===== config.mk =====
export PLATFORM = sky130hd
export DESIGN_NAME = fetch_stage
export DESIGN_NICKNAME = d
export VERILOG_FILES = /design/src/rtl/fetch_stage.sv
export SDC_FILE = /design/constraint.sdc
export NUM_CORES = 1
export LEC_CHECK = 0
export ABC_CLOCK_PERIOD_IN_PS = 15900
export CORE_MARGIN = 2
export CORE_UTILIZATION = 35
export DETAILED_ROUTE_END_ITERATION = 12
export GPL_TIMING_DRIVEN = 0
export SLEW_MARGIN = 20
export SYNTH_ARGS = -nofsm -noshare
export SYNTH_HDL_FRONTEND = slang
export SYNTH_SLANG_ARGS = --single-unit

===== constraint.sdc =====
create_clock -name clk -period 15.9 [get_ports clk]
set_input_delay 4.77 -clock clk [delete_from_list [all_inputs] [get_ports clk]]
set_output_delay 4.77 -clock clk [all_outputs]
set_load 0.01 [all_outputs]

===== src/rtl/fetch_stage.sv =====
// Instruction-fetch stage: owns the PC, issues 1-cycle-latency imem reads, buffers words for IF/ID.
// Optional FETCH_PERF_EN adds saturating perf_fetched / perf_discarded counters.
module fetch_stage #(
  parameter logic [31:0] RESET_PC   = 32'h0000_0000,
  parameter int          PC_STEP    = 4,
  parameter int          FIFO_DEPTH = 2
) (
  input  logic        clk,
  input  logic        rst,
  input  logic        stall,
  input  logic        redirect,
  input  logic [31:0] redirect_pc,
  output logic        imem_req,
  output logic [31:0] imem_addr,
  input  logic        imem_gnt,
  input  logic        imem_rvalid,
  input  logic [31:0] imem_rdata,
  output logic        valid,
  output logic [31:0] pc_out,
`ifdef FETCH_PERF_EN
  output logic [31:0] perf_fetched,
  output logic [31:0] perf_discarded,
`endif
  output logic [31:0] instruction
);

  localparam int AW = (FIFO_DEPTH > 1) ? $clog2(FIFO_DEPTH) : 1;
  localparam int CW = AW + 1;
  localparam logic [CW:0] DEPTH_L = (CW + 1)'(FIFO_DEPTH);

  typedef enum logic {BOOT, RUN} state_t;

  state_t          state;
  logic [31:0]     fetch_pc;
  logic [31:0]     pc_mem   [FIFO_DEPTH];
  logic [31:0]     word_mem [FIFO_DEPTH];
  logic [31:0]     rq_pc    [FIFO_DEPTH];
  logic [AW-1:0]   rd_ptr, wr_ptr, rq_rd, rq_wr;
  logic [CW-1:0]   count, outstanding, discard, inflight;
  logic [CW:0]     used;
  logic [31:0]     pc_hold;
  logic            accept, resp, drop, push, pop;

  assign used      = {1'b0, count} + {1'b0, outstanding};
  assign imem_req  = (state == RUN) & ~redirect & (used < DEPTH_L);
  assign imem_addr = fetch_pc;
  assign accept    = imem_req & imem_gnt;
  // A response with nothing outstanding is a protocol violation and is ignored.
  assign resp      = imem_rvalid & (outstanding != '0);
  assign drop      = resp & (discard != '0);
  assign push      = resp & (discard == '0) & ~redirect;
  assign pop       = valid & ~stall & ~redirect;
  assign inflight  = outstanding + CW'(accept) - CW'(resp);

  assign valid       = (count != '0);
  assign pc_out      = valid ? pc_mem[rd_ptr] : pc_hold;
  assign instruction = valid ? word_mem[rd_ptr] : 32'h0000_0000;

  // Storage stage: FIFO payload and request-PC shadow are data, never reset
  always_ff @(posedge clk) begin
    if (push) begin
      pc_mem[wr_ptr]   <= rq_pc[rq_rd];
      word_mem[wr_ptr] <= imem_rdata;
    end
    if (accept) rq_pc[rq_wr] <= fetch_pc;
  end

  always_ff @(posedge clk) begin
    if (rst) begin
      state       <= BOOT;
      fetch_pc    <= RESET_PC;
      rd_ptr      <= '0;
      wr_ptr      <= '0;
      count       <= '0;
      // Responses still owed after this edge must be swallowed once they land.
      outstanding <= inflight;
      discard     <= inflight;
      rq_rd       <= '0;
      rq_wr       <= inflight[AW-1:0];
      pc_hold     <= 32'h0000_0000;
    end else begin
      state       <= RUN;
      pc_hold     <= pc_out;
      outstanding <= inflight;
      if (accept) begin
        fetch_pc <= fetch_pc + 32'(PC_STEP);
        rq_wr    <= rq_wr + 1'b1;
      end
      if (resp) rq_rd <= rq_rd + 1'b1;
      if (redirect) begin
        fetch_pc <= redirect_pc;
        rd_ptr   <= '0;
        wr_ptr   <= '0;
        count    <= '0;
        discard  <= outstanding - CW'(resp);
      end else begin
        if (drop) discard <= discard - 1'b1;
        if (push) wr_ptr <= wr_ptr + 1'b1;
        if (pop)  rd_ptr <= rd_ptr + 1'b1;
        count <= count + CW'(push) - CW'(pop);
      end
    end
  end

`ifdef FETCH_PERF_EN
  function automatic logic [31:0] sat_add(input logic [31:0] a, input logic [31:0] b);
    logic [32:0] sum;
    sum = {1'b0, a} + {1'b0, b};
    return sum[32] ? 32'hFFFF_FFFF : sum[31:0];
  endfunction

  logic [31:0] lost;
  assign lost = redirect ? (32'(count) + 32'(resp)) : 32'(drop);

  always_ff @(posedge clk) begin
    if (rst) begin
      perf_fetched   <= '0;
      perf_discarded <= '0;
    end else begin
      perf_fetched   <= sat_add(perf_fetched, 32'(push));
      perf_discarded <= sat_add(perf_discarded, lost);
    end
  end
`endif

  always @(posedge clk) begin
    if (!rst) assert (!(imem_rvalid && outstanding == '0));
  end

endmodule


---- After elaboration in Yosys (flattened, before gate mapping) ----
Memories as Yosys holds them, arrays and structs flattened. A register that Yosys moved wholly into a read port is not among the register bits.
Cells that the tools add are included.
word-level totals
  flip-flop bits (word level) ............. 75
  RAM bits ................................ 192
  logic and storage cells ................. 65
  memories ................................ 3
memory list
  memory    words  width  read ports  clocked after Yosys merged registers in  write ports  RTL line  source
  pc_mem    2      32     1           1                                        1            35        logic [31:0] pc_mem [FIFO_DEPTH];
  rq_pc     2      32     1           1                                        1            37        logic [31:0] rq_pc [FIFO_DEPTH];
  word_mem  2      32     1           1                                        1            36        logic [31:0] word_mem [FIFO_DEPTH];
cells by class
  add/sub/neg operators ................... 12
  $lt $le $gt $ge ......................... 1
  mux-type cells .......................... 20
  bitwise logic cells ..................... 11
  reductions and logical operators ........ 8
operator list
  kind                     number
  $mux W32                 4
  $add A32 B3 Y32 const B  1
  $mux W1                  13
  $reduce_bool A2 Y1       5
  $and A1 B1 Y1            9
  $mux W2                  3
  $sub A2 B1 Y2            3
  $add A1 B1 Y1 const B    4
  $add A2 B1 Y2            2
  $add A2 B2 Y3            1
  $lt A3 B2 Y1 const B     1
  $reduce_bool A3 Y1       1
  $logic_not A2 Y1         1
  $not A1 Y1               2
  $reduce_or A2 Y1         1
  $sub A2 B1 Y2 const B    1

---- Longest topological paths before layout ----
Gate-level depths: netlist (run 1).
  depth after elaboration ................. 7
  mapped depth ............................ 11
  depth with buffers taken out ............ 11

---- Least setup slack after synthesis (run 1) ----
No wires, ideal clock.
  path type ............................... input port to output port
  start ................................... in redirect
  end ..................................... out imem_req
  data arrival time ....................... 5.175 ns
  setup slack ............................. 5.955 ns
  stages .................................. 1
  buffers on the path ..................... 0
  path through ............................ nor4b_4
between the ends
  longest elaborated chain between the ends .. 3
RTL lines
  element                      RTL line  source
  start: declaration           11        input logic redirect,
  $not A1 Y1                   45        assign imem_req = (state == RUN) & ~redirect & (used < DEPTH_L);
  $and A1 B1 Y1 (2 in series)  45
  end: declaration             13        output logic imem_req,
Every way passes these cells.

---- Final worst setup path (run 1) ----
Same ends and word-level chain as after synthesis.

==> impl_metrics.py, run 1 <==
metrics = {
    "die": {
        "initial_utilization_pct": 35.3,
        "die-area_sq_um": 32000,
        "row_count": 64,
        "core_sq_um": 30300,
        "dieWidth_um": 179,
        "die_y_um": 179,
        "io_pins": 168,
    },
    "yosys": {
        "syn_area_sq_um": 10700,
        "yosysMostFrequentCell": "edfxtp_1",
        "synth_top_area_cell": "edfxtp_1",
        "netlist_instances": 784,
        "yosys.area_share.simple_pct": 11.3,
        "synth_cell_types": 50,
        "synth_area_leaders": "edfxtp_1 (55%), dfxtp_1 (14%), mux2i_1 (6.6%), mux2_2 (3.6%), and2_1 (2.2%)",
        "ys_ff_latch": 269,
        "synth-compound-area-share_pct": 4.67,
        "synth_mux_area_share_pct": 10.4,
        "netlist.area_leader.share_pct": 54.7,
        "ys_async_sr_fraction_pct": 0,
        "syn_avg_cell_area_sq_um": 13.7,
        "synth_top_family_by_area": "simple AND/OR/NAND/NOR gates",
        "synth-main-ff-cell": "edfxtp_1",
        "synth-xor-area-share_pct": 1.96,
        "synth_edf_count": 195,
        "synth_warnings": 0,
        "synth_seq_area_share_pct": 68.5,
        "synth_fa_ha_area_share_pct": 1.00,
        "yosys-top-cells-count": "edfxtp_1 (195), dfxtp_1 (74), mux2i_1 (71)",
        "syn_nets": 862,
    },
    "critical_path": {
        "critPathSlowestCell": "clkdlybuf4s50_1",
        "crit_required_ns": 11.13,
        "cp_top_family": "buffers and inverters",
        "cpPeakStageDelay_ns": 0.61,
        "cp.arrival_ns": 6.40,
        "start_kind": "input port",
        "crit_chain": "clkdlybuf4s50_1, nor4b_4, clkdlybuf4s50_1",
        "critPathCaptureType": "primary output",
        "worstPathMaxFanout": 4,
        "critPathKind": "in2out",
        "worst-path-buf-inv": 2,
        "path_common_cell": "clkdlybuf4s50_1",
    },
    "finish": {
        "layout-drive-gt1-share_pct": 10.9,
        "fillCellCount": 2764,
        "syn2layout_area_growth_pct": 31.2,
        "fin_nets": 1065,
        "diodes": 0,
        "fin_cells": 1405,
    },
    "timing": {
        "tightest_slew_ns": 0.760,
        "tns_ns": 0,
        "clock_skew_ns": 0.0197,
        "slew_viol_final": 0,
        "period_share_pct": 70.3,
        "slew_headroom_pct": 49.3,
        "final_hold_viol_count": 0,
        "period_minus_slack_ns": 11.17,
        "fmax_ghz": 0.0895,
        "grt_setup_unrepaired": "no",
        "setup_viol": 0,
        "fin_hold_ws_ns": 0.486,
    },
    "placed_design": {
        "globalplace.congestion": 0.890,
        "place_inst": 1353,
        "port_buffers": 167,
        "dp_hpwl_um": 16800,
    },
    "clocking": {
        "cts_buffers": 28,
        "postCtsHoldBufs": 0,
        "postCtsResizedCells": 0,
        "cts.clk_slew.worst_paths_ns": 0.06,
        "clkSinkCount": 269,
        "clk_latency_ns": 0.53,
        "tritoncts": "done",
        "cts_setup_buffers": 0,
        "htree_levels": 1,
        "root_buffer": "clkbuf_16",
        "cts_buffer_depth": 3,
    },
    "power": {
        "p_per_area_nw_per_um2": 123,
        "p_seq_share_pct": 48.0,
        "p_sw_w": 0.000393,
        "power_frac_comb_pct": 12.1,
        "p_leak_nw": 4.72,
        "pwr-share-clk_pct": 39.8,
        "irDropWorstVdd_uv": 78.5,
        "swShare_pct": 22.8,
        "p_int_w": 0.00133,
    },
    "worst_hold_path": {
        "min_path_type": "reg2reg",
    },
    "grt": {
        "antenna_found_initial": 0,
        "overflow": 0,
        "grt_util_all_layers_pct": 14.9,
        "first_global_vias": 6588,
        "grt_pass1_wl_um": 36700,
        "grt_max_degree": 38,
    },
    "routing": {
        "drc_errors": 0,
        "drt.antenna.violating_nets": 0,
        "first_pass_iters": 5,
        "via_per_inst": 4.80,
        "vias": 6748,
        "wirelength_um": 24000,
        "wl_per_cell_um": 17.1,
        "drtIter0Drc": 467,
    },
    "run": {
        "drv_cap": 0,
    },
    "status": {
        "outcome": "complete, no violations",
    },
}
-- layout by cell type (no fill, tap or decap), types with 19 or more instances in the layout --
| cell | synthesis | layout |
|---|---|---|
| nand2_1 | 63 | 63 |
| mux2_2 | 34 | 34 |
| clkdlybuf4s50_1 | 0 | 167 |
| edfxtp_1 | 195 | 195 |
| clkbuf_16 | 0 | 29 |
| clkbuf_1 | 21 | 24 |
| dfxtp_1 | 74 | 74 |
| a21oi_1 | 19 | 19 |
| and2_1 | 38 | 37 |
| o21ai_0 | 39 | 39 |
| mux2i_1 | 71 | 71 |
| nor2_1 | 59 | 56 |
| inv_1 | 19 | 19 |
-- state kept, by name, indices dropped and copies added, names as in the netlist, named ones only --
name / flops
rq_wr: 1
rq_pc: 64
pc_hold: 32
pc_mem: 64
state: 1
word_mem: 64
rq_rd: 1
rd_ptr: 1
outstanding: 2
wr_ptr: 1
imem_addr: 32
discard: 2
count: 2
-- power by group through the flow --
| stage | Clock (W) | Combinational, W | Sequential, W |
|---|---|---|---|
| floorplan | 0 | 0.000117 | 0.000841 |
| global placement | 0 | 0.000201 | 0.000846 |
| detailed placement | 0 | 0.000213 | 0.000844 |
| CTS | 0.000708 | 0.000214 | 0.000829 |
| global route | 0.000737 | 0.000232 | 0.000834 |
| finish | 0.000688 | 0.000210 | 0.000829 |
-- per-layer routing --
metal | global-route usage, % | wire [um] | vias up
met5 | 0 | 0 | -
li1 | - | - | 3288
met4 | 4.98 | 546 | 0
met1 | 20.0 | 10800 | 3208
met2 | 24.2 | 11200 | 216
met3 | 2.59 | 1470 | 36
-- through the flow --
stage | instance area [sq um] | power (W) | worst slack, ns | utilization (%)
6_report | 14100 | 0.00173 | 4.73 | 46.3
5_1_grt | 14100 | 0.00180 | 4.69 | 46.3
4_1_cts | 14100 | 0.00175 | 4.74 | 46.3
3_5_place_dp | 13100 | 0.00106 | 4.74 | 43.0
3_3_place_gp | 12900 | 0.00105 | 4.73 | 42.4
2_1_floorplan | 10700 | 0.000958 | 5.95 | -
-- worst paths after layout --
kind,start,to,slack (ns),cells after the start
worst max-delay path,redirect,imem_req,4.73,3
worst min-delay path,imem_addr[1],rq_pc[1][1],0.49,0
worst max register to register,outstanding[0],discard[1],13.07,11
worst min register to register,imem_addr[1],rq_pc[1][1],0.49,0
-- worst reg2reg max path, cell delays in order, from the launching register on --
cell,delay [ns]
dfxtp_1,0.37
and2_1,0.16
fa_1,0.48
nor4b_4,0.43
nand2_4,0.19
ha_1,0.32
inv_1,0.04
ha_1,0.18
xnor2_1,0.13
xnor2_1,0.13
nor2_1,0.09
a21oi_1,0.05
-- cell type report --
type | count | area [sq um] | area share (%)
Inverter | 19 | 71.3 | 0.508
Clock buffer | 38 | 820 | 5.83
Multi-Input combinational cell | 457 | 3170 | 22.5
Buffer | 39 | 159 | 1.13
Sequential cell | 269 | 7340 | 52.2
Clock inverter | 14 | 180 | 1.28
Timing Repair Buffer | 173 | 1820 | 13.0
Tap cell | 396 | 495 | 3.53
-- logic make-up after synthesis --
logic type	Yosys count
compound gates	85
xor+xnor	24
fa+ha+maj	8
buf+inv	58
flops	269
mux	106
simple gates	234
No activity file was read; power rests on OpenSTA's default activity.
==> inputs of run 2 (changes only) <==
--- a/config.mk
+++ b/config.mk
@@ -5,7 +5,7 @@
 export SDC_FILE = /design/constraint.sdc
 export NUM_CORES = 1
 export LEC_CHECK = 0
-export ABC_CLOCK_PERIOD_IN_PS = 15900
+export ABC_CLOCK_PERIOD_IN_PS = 11140
 export CORE_MARGIN = 2
 export CORE_UTILIZATION = 35
 export DETAILED_ROUTE_END_ITERATION = 12
==> constraint.sdc (replaced) <==
create_clock -name clk -period 11.14 [get_ports clk]
set_input_delay 3.342 -clock clk [delete_from_list [all_inputs] [get_ports clk]]
set_output_delay 3.342 -clock clk [all_outputs]
set_load 0.01 [all_outputs]
==> results of run 2 <==
Same layout as run 1 (identical final DEF). Status: complete, no violations.
Among the figures that moved: setup slack after placement 4.74 ns -> 2.84 ns; setup slack after layout 4.73 ns -> 2.83 ns; register-to-register setup slack 13.07 ns -> 8.31 ns; total power 0.00173 W -> 0.00247 W; worst IR drop on VDD 78.5 uV -> 112 uV
